[src/rtl/fsm_req_gen_if.sv]
// rtl/fsm_req_gen_if.sv - request/grant and beat bus between fsm_req_gen and the arbiter side
interface fsm_req_gen_if;
  logic       req_0;
  logic       req_1;
  logic       req_2;
  logic       req_3;
  logic       gnt_0;
  logic       gnt_1;
  logic       gnt_2;
  logic       gnt_3;
  logic       xfer_valid;
  logic [1:0] xfer_agent;
  logic       xfer_last;

  modport master (
    output req_0, req_1, req_2, req_3,
    output xfer_valid, xfer_agent, xfer_last,
    input  gnt_0, gnt_1, gnt_2, gnt_3
  );

  modport slave (
    input  req_0, req_1, req_2, req_3,
    input  xfer_valid, xfer_agent, xfer_last,
    output gnt_0, gnt_1, gnt_2, gnt_3
  );
endinterface

[src/rtl/fsm_req_gen.sv]
// rtl/fsm_req_gen.sv - four-agent request front-end for a fixed-priority grant FSM
module fsm_req_gen #(
  parameter int BURST_W = 4,
  parameter int CNT_W   = 2
) (
  input  logic               clock,
  input  logic               reset,
  input  logic [3:0]         job_push,
  input  logic [BURST_W-1:0] cfg_burst_len,
  fsm_req_gen_if.master      bus,
  output logic [3:0]         job_full,
  output logic [3:0]         job_drop,
  output logic               protocol_err
);

  typedef enum logic [1:0] {
    IDLE = 2'd0,
    REQ  = 2'd1,
    XFER = 2'd2,
    REL  = 2'd3
  } state_t;

  localparam logic [CNT_W-1:0] PEND_MAX = '1;

  state_t             state_q [4];
  state_t             state_d [4];
  logic [CNT_W-1:0]   pend_q  [4];
  logic [CNT_W-1:0]   pend_d  [4];
  logic [BURST_W-1:0] beat_q  [4];
  logic [BURST_W-1:0] beat_d  [4];
  logic [3:0]         req_q;
  logic [3:0]         req_d;
  logic [3:0]         drop_q;
  logic [3:0]         drop_d;
  logic               err_q;
  logic               err_set;

  logic [3:0]         gnt;
  logic [3:0]         beat;
  logic [3:0]         pop;
  logic [3:0]         idle_vec;
  logic [BURST_W-1:0] burst_load;

  assign gnt = {bus.gnt_3, bus.gnt_2, bus.gnt_1, bus.gnt_0};

  // A zero burst length is treated as a single beat.
  assign burst_load = (cfg_burst_len == '0) ? '0 : cfg_burst_len - BURST_W'(1);

  // Per-agent beat qualification and job completion decode.
  always_comb begin
    beat     = '0;
    pop      = '0;
    idle_vec = '0;
    for (int n = 0; n < 4; n++) begin
      beat[n]     = (state_q[n] == XFER) && gnt[n];
      pop[n]      = beat[n] && (beat_q[n] == '0);
      idle_vec[n] = (state_q[n] == IDLE);
    end
  end

  // State, counters, registered request and sticky error.
  always_ff @(posedge clock) begin
    if (reset) begin
      for (int n = 0; n < 4; n++) begin
        state_q[n] <= IDLE;
        pend_q[n]  <= '0;
        beat_q[n]  <= '0;
      end
      req_q  <= '0;
      drop_q <= '0;
      err_q  <= 1'b0;
    end else begin
      for (int n = 0; n < 4; n++) begin
        state_q[n] <= state_d[n];
        pend_q[n]  <= pend_d[n];
        beat_q[n]  <= beat_d[n];
      end
      req_q  <= req_d;
      drop_q <= drop_d;
      err_q  <= err_q | err_set;
    end
  end

  // Next state, pending/beat counter updates and error detection.
  always_comb begin
    drop_d  = '0;
    req_d   = '0;
    err_set = ((gnt & (gnt - 4'd1)) != 4'd0) || ((gnt & idle_vec) != 4'd0);
    for (int n = 0; n < 4; n++) begin
      state_d[n] = state_q[n];
      beat_d[n]  = beat_q[n];
      pend_d[n]  = pend_q[n];

      // A full counter still accepts a push when a pop frees a slot this cycle.
      if (job_push[n] && !pop[n]) begin
        if (pend_q[n] == PEND_MAX) begin
          drop_d[n] = 1'b1;
        end else begin
          pend_d[n] = pend_q[n] + CNT_W'(1);
        end
      end else if (!job_push[n] && pop[n]) begin
        pend_d[n] = pend_q[n] - CNT_W'(1);
      end

      case (state_q[n])
        IDLE: begin
          if (pend_d[n] != '0) state_d[n] = REQ;
        end
        REQ: begin
          if (gnt[n]) begin
            state_d[n] = XFER;
            beat_d[n]  = burst_load;
          end
        end
        XFER: begin
          if (beat[n]) begin
            if (beat_q[n] == '0) state_d[n] = REL;
            else                 beat_d[n]  = beat_q[n] - BURST_W'(1);
          end
        end
        default: begin
          if (!gnt[n]) state_d[n] = (pend_d[n] != '0) ? REQ : IDLE;
        end
      endcase

      req_d[n] = (state_d[n] == REQ) || (state_d[n] == XFER);
    end
  end

  // Beat outputs follow gnt combinationally; the lowest qualifying agent owns the bus.
  always_comb begin
    bus.xfer_valid = 1'b0;
    bus.xfer_agent = 2'd0;
    bus.xfer_last  = 1'b0;
    for (int n = 3; n >= 0; n--) begin
      if (beat[n]) begin
        bus.xfer_valid = 1'b1;
        bus.xfer_agent = 2'(n);
        bus.xfer_last  = (beat_q[n] == '0);
      end
    end
  end

  assign bus.req_0 = req_q[0];
  assign bus.req_1 = req_q[1];
  assign bus.req_2 = req_q[2];
  assign bus.req_3 = req_q[3];

  assign job_full     = {pend_q[3] == PEND_MAX, pend_q[2] == PEND_MAX,
                         pend_q[1] == PEND_MAX, pend_q[0] == PEND_MAX};
  assign job_drop     = drop_q;
  assign protocol_err = err_q;

endmodule

[src/flat_wrapper.sv]
// flat-port wrapper written by rule: the top's interface ports become plain ports
module fsm_req_gen_flat 
#(
  parameter int BURST_W = 4,
  parameter int CNT_W   = 2
)
  (clock, reset, job_push, cfg_burst_len, job_full, job_drop, protocol_err, bus_req_0, bus_req_1, bus_req_2, bus_req_3, bus_xfer_valid, bus_xfer_agent, bus_xfer_last, bus_gnt_0, bus_gnt_1, bus_gnt_2, bus_gnt_3);
  fsm_req_gen_if bus_i ();
  input  logic clock;
  input  logic reset;
  input  logic [3:0] job_push;
  input  logic [BURST_W-1:0] cfg_burst_len;
  output logic [3:0] job_full;
  output logic [3:0] job_drop;
  output logic protocol_err;
  output wire logic [$bits(bus_i.req_0)-1:0] bus_req_0;
  output wire logic [$bits(bus_i.req_1)-1:0] bus_req_1;
  output wire logic [$bits(bus_i.req_2)-1:0] bus_req_2;
  output wire logic [$bits(bus_i.req_3)-1:0] bus_req_3;
  output wire logic [$bits(bus_i.xfer_valid)-1:0] bus_xfer_valid;
  output wire logic [$bits(bus_i.xfer_agent)-1:0] bus_xfer_agent;
  output wire logic [$bits(bus_i.xfer_last)-1:0] bus_xfer_last;
  input wire logic [$bits(bus_i.gnt_0)-1:0] bus_gnt_0;
  input wire logic [$bits(bus_i.gnt_1)-1:0] bus_gnt_1;
  input wire logic [$bits(bus_i.gnt_2)-1:0] bus_gnt_2;
  input wire logic [$bits(bus_i.gnt_3)-1:0] bus_gnt_3;
  assign bus_req_0 = bus_i.req_0;
  assign bus_req_1 = bus_i.req_1;
  assign bus_req_2 = bus_i.req_2;
  assign bus_req_3 = bus_i.req_3;
  assign bus_xfer_valid = bus_i.xfer_valid;
  assign bus_xfer_agent = bus_i.xfer_agent;
  assign bus_xfer_last = bus_i.xfer_last;
  assign bus_i.gnt_0 = bus_gnt_0;
  assign bus_i.gnt_1 = bus_gnt_1;
  assign bus_i.gnt_2 = bus_gnt_2;
  assign bus_i.gnt_3 = bus_gnt_3;
  fsm_req_gen #(.BURST_W(BURST_W), .CNT_W(CNT_W)) u_core (.clock(clock), .reset(reset), .job_push(job_push), .cfg_burst_len(cfg_burst_len), .bus(bus_i), .job_full(job_full), .job_drop(job_drop), .protocol_err(protocol_err));
endmodule
[config.mk]
export PLATFORM = sky130hd
export DESIGN_NAME = fsm_req_gen_flat
export DESIGN_NICKNAME = d
export VERILOG_FILES = /design/src/rtl/fsm_req_gen_if.sv /design/src/rtl/fsm_req_gen.sv /design/src/flat_wrapper.sv
export SDC_FILE = /design/constraint.sdc
export NUM_CORES = 1
export LEC_CHECK = 0
export CELL_PAD_IN_SITES_DETAIL_PLACEMENT = 0
export CELL_PAD_IN_SITES_GLOBAL_PLACEMENT = 1
export CORE_MARGIN = 5
export CORE_UTILIZATION = 44
export CTS_CLUSTER_SIZE = 10
export DETAILED_ROUTE_END_ITERATION = 8
export GPL_ROUTABILITY_DRIVEN = 0
export PLACE_DENSITY_LB_ADDON = 0.3
export SYNTH_ARGS = -nofsm -noshare
export SYNTH_HDL_FRONTEND = slang
export SYNTH_SLANG_ARGS = --single-unit
[constraint.sdc]
create_clock -name clock -period 3.7 [get_ports clock]
set_input_delay 0.74 -clock clock [delete_from_list [all_inputs] [get_ports clock]]
set_output_delay 0.74 -clock clock [all_outputs]
set_load 0.05 [all_outputs]
-- After elaboration in Yosys (flattened, before gate mapping)
Memory sizes are Yosys's and may differ from the RTL's.
Cells that the tools add are included.
- register bits after elaboration: 9
- memories: 3
- bits in writable memories: 32
- output and inout bits: 17
- memories (name ; words ; width ; rd ports ; clocked after Yosys merged registers in ; wr ports ; RTL line ; source):
    u_core.beat_q ; 4 ; 4 ; 4 ; 0 ; 4 ; fsm_req_gen.sv:29 ; logic [BURST_W-1:0] beat_q [4];
    u_core.pend_q ; 4 ; 2 ; 4 ; 0 ; 4 ; fsm_req_gen.sv:27 ; logic [CNT_W-1:0] pend_q [4];
    u_core.state_q ; 4 ; 2 ; 4 ; 0 ; 4 ; fsm_req_gen.sv:25 ; state_t state_q [4];
- bitwise logic cells: 19
- muxes and demuxes: 88
- eq/ne operators: 20
- reductions and logical operators: 48
- add/subtract/negate cells: 14
- operators by type and width (cell ; number):
    two-way mux 2 bit ; 44
    two-way mux 4 bit ; 17
    one-hot mux 4 bit (2 select lines) ; 4
    == test 2 bit (second input constant) ; 12
    one-hot mux 2 bit (3 select lines) ; 4
    subtractor 4 x 1 -> 4 bit (second input constant) ; 6
    logical NOT 4 bit ; 5
    two-way mux 1 bit ; 19
    == test 2 x 1 -> 1 bit (second input constant) ; 8
    logical AND 1 bit ; 16
    OR 1 bit ; 13
    adder 2 x 1 -> 2 bit (second input constant) ; 4
    AND 4 bit ; 2
    logical NOT 1 bit ; 8
    logical NOT 2 bit ; 4
    nonzero test 2 bit ; 4
    nonzero test 4 bit ; 2
    OR reduction 2 bit ; 4
    subtractor 2 x 1 -> 2 bit (second input constant) ; 4
    logical OR 1 bit ; 5
    inverter 1 bit ; 4

-- Logic depth before layout (Yosys ltp)
Gate-level depths: netlist of the first run.
An unclocked memory read counts as a cell.
- depth in word-level cells: 13
- gate-level depth with buffers: 7
- gate-level depth less buffers: 7

-- Least setup slack after synthesis of the first run
OpenSTA, ideal clock, no wires.
- path type: input port to output port
- start point: input port bus_gnt_2
- end point: output port bus_xfer_last
- arrival time: 2755 ps
- buffers on the path: 1
- slack: 205 ps
- required time: 2960 ps
- stages: 6
- path through: clkbuf_2 -> nand3b_1 -> or2_2 -> a21bo_2 -> a21oi_1 -> o21ai_0
- cells in the longest elaborated chain, start to end: 4
- ends and longest elaborated chain (element ; RTL line ; source):
    start, declared ; flat_wrapper.sv:25 ; input wire logic [$bits(bus_i.gnt_2)-1:0] bus_gnt_2;
    logical AND 1 bit ; fsm_req_gen.sv:55 ; beat[n] = (state_q[n] == XFER) && gnt[n];
    two-way mux 1 bit (3 in series) ; fsm_req_gen.sv:136 ; if (beat[n]) begin
    end, declared ; flat_wrapper.sv:22 ; output wire logic [$bits(bus_i.xfer_last)-1:0] bus_xfer_last;
Every way passes these cells.

-- Final worst setup path of the first run
Same ends and word-level chain as after synthesis.

==> results of run 1 <==
worst max-delay path by stage:
| stage | end | start | cells after the start |
|---|---|---|---|
| 3_5_place_dp | bus_xfer_last | bus_gnt_2 | 7 |
| 4_1_cts | bus_xfer_last | bus_gnt_2 | 7 |
| 5_1_grt | bus_xfer_last | u_core.beat_q[2][0] | 8 |
| 2_1_floorplan | bus_xfer_last | bus_gnt_2 | 6 |
| 6_report | bus_xfer_last | bus_gnt_2 | 7 |
| 3_3_place_gp | bus_xfer_last | bus_gnt_2 | 7 |
worst reg2reg max path, cell delays in order, from the launching register on:
cell,delay [ns]
dfxtp_1,0.33
inv_1,0.08
ha_1,0.18
or3b_4,0.41
o21a_4,0.22
or3_4,0.37
a22oi_2,0.22
o22ai_1,0.10
cell usage after synthesis, types with 2 or more instances:
cell       number  share of area, %
nand3b_1        7               2.1
and2_1          5               1.2
nor2_1         28               4.1
or3_1           5               1.2
a2bb2oi_1       3               1.0
nand2_1        39               5.7
a21oi_1        27               5.3
ha_1           16               7.8
a211o_1         2              0.69
a221oi_1        2              0.69
dfxtp_1        41                32
o21ai_0        25               4.9
and3b_1         3               1.0
nand3_1        10               2.0
a31oi_1         8               2.0
buf_2           3              0.59
a211oi_1        2              0.59
nor3b_1         4               1.2
o211ai_1       11               3.2
xnor2_1         3               1.0
clkbuf_1       11               1.6
nand2b_1        9               2.2
a21o_1          2              0.59
o22ai_1         3              0.73
o21a_1          2              0.59
nor2b_1         6               1.5
o31ai_1         2              0.59
nor3_1          8               1.6
a22oi_1         5               1.5
inv_1          26               3.8
area by class of cell:
cell class / count / share of cell area, %
multi-input cells: 254 / 51.4
flip-flops and latches: 41 / 26.8
repair buffers: 38 / 11.9
inverters: 26 / 3.19
well taps: 72 / 2.95
clock buffers: 5 / 2.25
clock inverters: 3 / 1.51
metrics by stage:
| stage | std cells | setup WS [ns] | cell area [um^2] |
|---|---|---|---|
| floorplan | 337 | 0.205 | 2550 |
| global placement | 431 | 0.538 | 2940 |
| detailed placement | 431 | 0.540 | 2940 |
| CTS | 439 | 0.542 | 3060 |
| global route | 439 | 0.446 | 3060 |
| finish | 439 | 0.545 | 3060 |
flip-flops by register name, summed over array words and instances, names as in the netlist:
register / flops
u_core.protocol_err: 1
u_core.state_q: 8
u_core.pend_q: 8
u_core.beat_q: 16
u_core.job_drop: 4
u_core.req_q: 4
layout by cell type (no fill, tap or decap), drive strengths merged, types with 5 or more instances in the layout:
master	count
nand3	10
nor3	8
nor2b	6
nor2	28
o21ai	26
clkbuf	5
dfxtp	41
a21oi	27
a31oi	8
nand2b	9
nand3b	7
and2	5
inv	26
o211ai	11
a22oi	6
ha	16
clkdlybuf4s50	26
nand2	39
or3	6
nor3b	5
buf	12
power groups by stage:
| stage | combinational (W) | clock, W | sequential (W) |
|---|---|---|---|
| after floorplan | 0.000332 | 0 | 0.000589 |
| after global placement | 0.000493 | 0 | 0.000564 |
| after detailed placement | 0.000496 | 0 | 0.000564 |
| after CTS | 0.000499 | 0.000381 | 0.000554 |
| after global routing | 0.000551 | 0.000399 | 0.000566 |
| final | 0.000497 | 0.000368 | 0.000556 |
routing by layer:
layer	vias up	part of all wire (%)	global-route usage, %
met5	-	0	0
met4	0	0.55	2.97
met3	4	4.5	4.28
met2	48	46	27.8
met1	1075	49	21.6
li1	1233	-	-
kinds of logic after synthesis:
family          synth area share [%]
mux                            0.441
compound gates                  25.3
flops                           32.1
xor+xnor                        1.37
buf+inv                         6.37
simple gates                    26.5
fa+ha+maj                       7.84
==> run_results.csv, run 1 <==
group,metric,value,unit
status,status,"finished, final reports clean",
clock_tree,cts_root_buf,"clkbuf_8",
finish,areaGrowthSynthToFinish,19.7,%
run,drv_cap,0,
die,dieArea,7430,um^2
finish,register_area,821,um^2
clock_tree,cts.path.max_buffers,2,
yosys,synth.yosys.warnings,0,
global_routing,grt_overflow_total,0,
yosys,syn_avg_cell_area,7.58,um^2
timing,rsz0062_at_grt,"false",
yosys,ys_types,49,
place,dpl.hpwl,4.35,mm
timing,finClkSkew,0.00478,ns
worst_setup_path,critical_path.top_delay_family,"buffers and inverters",
worst_setup_path,r2r-end,"u_core.req_q[2]",
worst_setup_path,required,2.96,ns
worst_setup_path,cp_max_fo,3,
power_and_ir_drop,seqPwrFrac,39.1,%
clock_tree,post_cts_buffers,0,
timing,worst_pin_slew,0.966,ns
power_and_ir_drop,total_power,0.00142,W
clock_tree,clock_sinks,41,
timing,setup_tns,0,ns
timing,final_hold_viol_count,0,
power_and_ir_drop,ir_drop,0.363,mV
worst_setup_path,worstSetupPathType,"in2out",
clock_tree,cts.repair.resized,0,
min_path,hold_path_depth,2,
route,vias_per_cell,5.38,
power_and_ir_drop,p_int,0.000904,W
route,ant_nets,0,
global_routing,grt_usage,16.5,%
worst_setup_path,rrSetupSlack,1.63,ns
worst_setup_path,critPathBufInv,2,
timing,fin_crit,3.16,ns
power_and_ir_drop,p_sw_share,36.4,%
finish,drive_gt1_share,8.17,%
timing,period_share,85.3,%
die,core_area,5570,um^2
power_and_ir_drop,p_sw,0.000517,W
route,first_pass_iters,5,
global_routing,antenna_found_initial,0,
power_and_ir_drop,powerDensity,465,nW/um^2
global_routing,grt_start_max_net_pins,26,
yosys,ys_ff_latch,41,
min_path,min_to,"u_core.beat_q[0][1]",
clock_tree,clk_pin_slew,0.08,ns
place,io_buffer_count,30,
yosys,ys_seq_area_share,32.1,%
route,vias,2360,
power_and_ir_drop,power_frac_comb,35.0,%
power_and_ir_drop,leakage,1.19,nW
route,route.detailed.drc,0,
die,rows,27,
timing,drv_slew,0,
finish,antenna_cells,0,
yosys,synthesis.nets,367,
worst_setup_path,cp.arrival,2.42,ns
timing,fmax,317,MHz
route,wire_per_inst,13.4,um
global_routing,grt_pass1_wl,10.1,mm
worst_setup_path,cpPeakStageDelay,0.48,ns
worst_setup_path,critPathSlowestCell,"clkdlybuf4s50_1",
finish,final_util,54.9,%
timing,relSlewSlack,35.4,%
global_routing,grt_pass1_vias,2266,
die,die_w,86.2,um
finish,nFillCells,547,
route,drtIter0Drc,85,
clock_tree,cts_tree,"yes",
worst_setup_path,critPathLaunchType,"input pin",
power_and_ir_drop,power.clock.fraction,25.9,%
worst_setup_path,crit_path_cell_trace,"clkdlybuf4s50_1, nand3b_1, or2_2, a21bo_2, a21oi_1, o21ai_0, buf_12",
finish,multi_input_area,1570,um^2
clock_tree,cts_made_buffers,5,
yosys,synth_area,2550,um^2
yosys,synth-async-reset-ratio,0,%
yosys,synthCells,337,
route,wl,5.87,mm
yosys,synthFlopType,"dfxtp_1",
timing,setup_violations,0,
worst_setup_path,r2r_start,"u_core.beat_q[2][0]",
die,start_util,45.8,%
min_path,min_path_type,"reg2reg",
timing,hold_ws,0.476,ns
worst_setup_path,crit_path_end_kind,"primary output",
clock_tree,h-tree-depth,2,
clock_tree,cts_hold_buf,0,
finish,fin_nets,396,
min_path,hold_start,"u_core.beat_q[0][1]",
worst_setup_path,reg2reg_depth,7,
die,pin_count,31,
clock_tree,insertion_delay,0.30,ns
die,dieHeight,86.2,um
yosys,synth_edf_count,0,
Power figures use the tool's default switching activity.
==> run 2: changes to the inputs <==
--- a/config.mk
+++ b/config.mk
@@ -5,6 +5,7 @@
 export SDC_FILE = /design/constraint.sdc
 export NUM_CORES = 1
 export LEC_CHECK = 0
+export ABC_AREA = 0
 export CELL_PAD_IN_SITES_DETAIL_PLACEMENT = 0
 export CELL_PAD_IN_SITES_GLOBAL_PLACEMENT = 1
 export CORE_MARGIN = 5
==> results of run 2 <==
The final DEF is identical to that of run 1; final timing and power are the same.
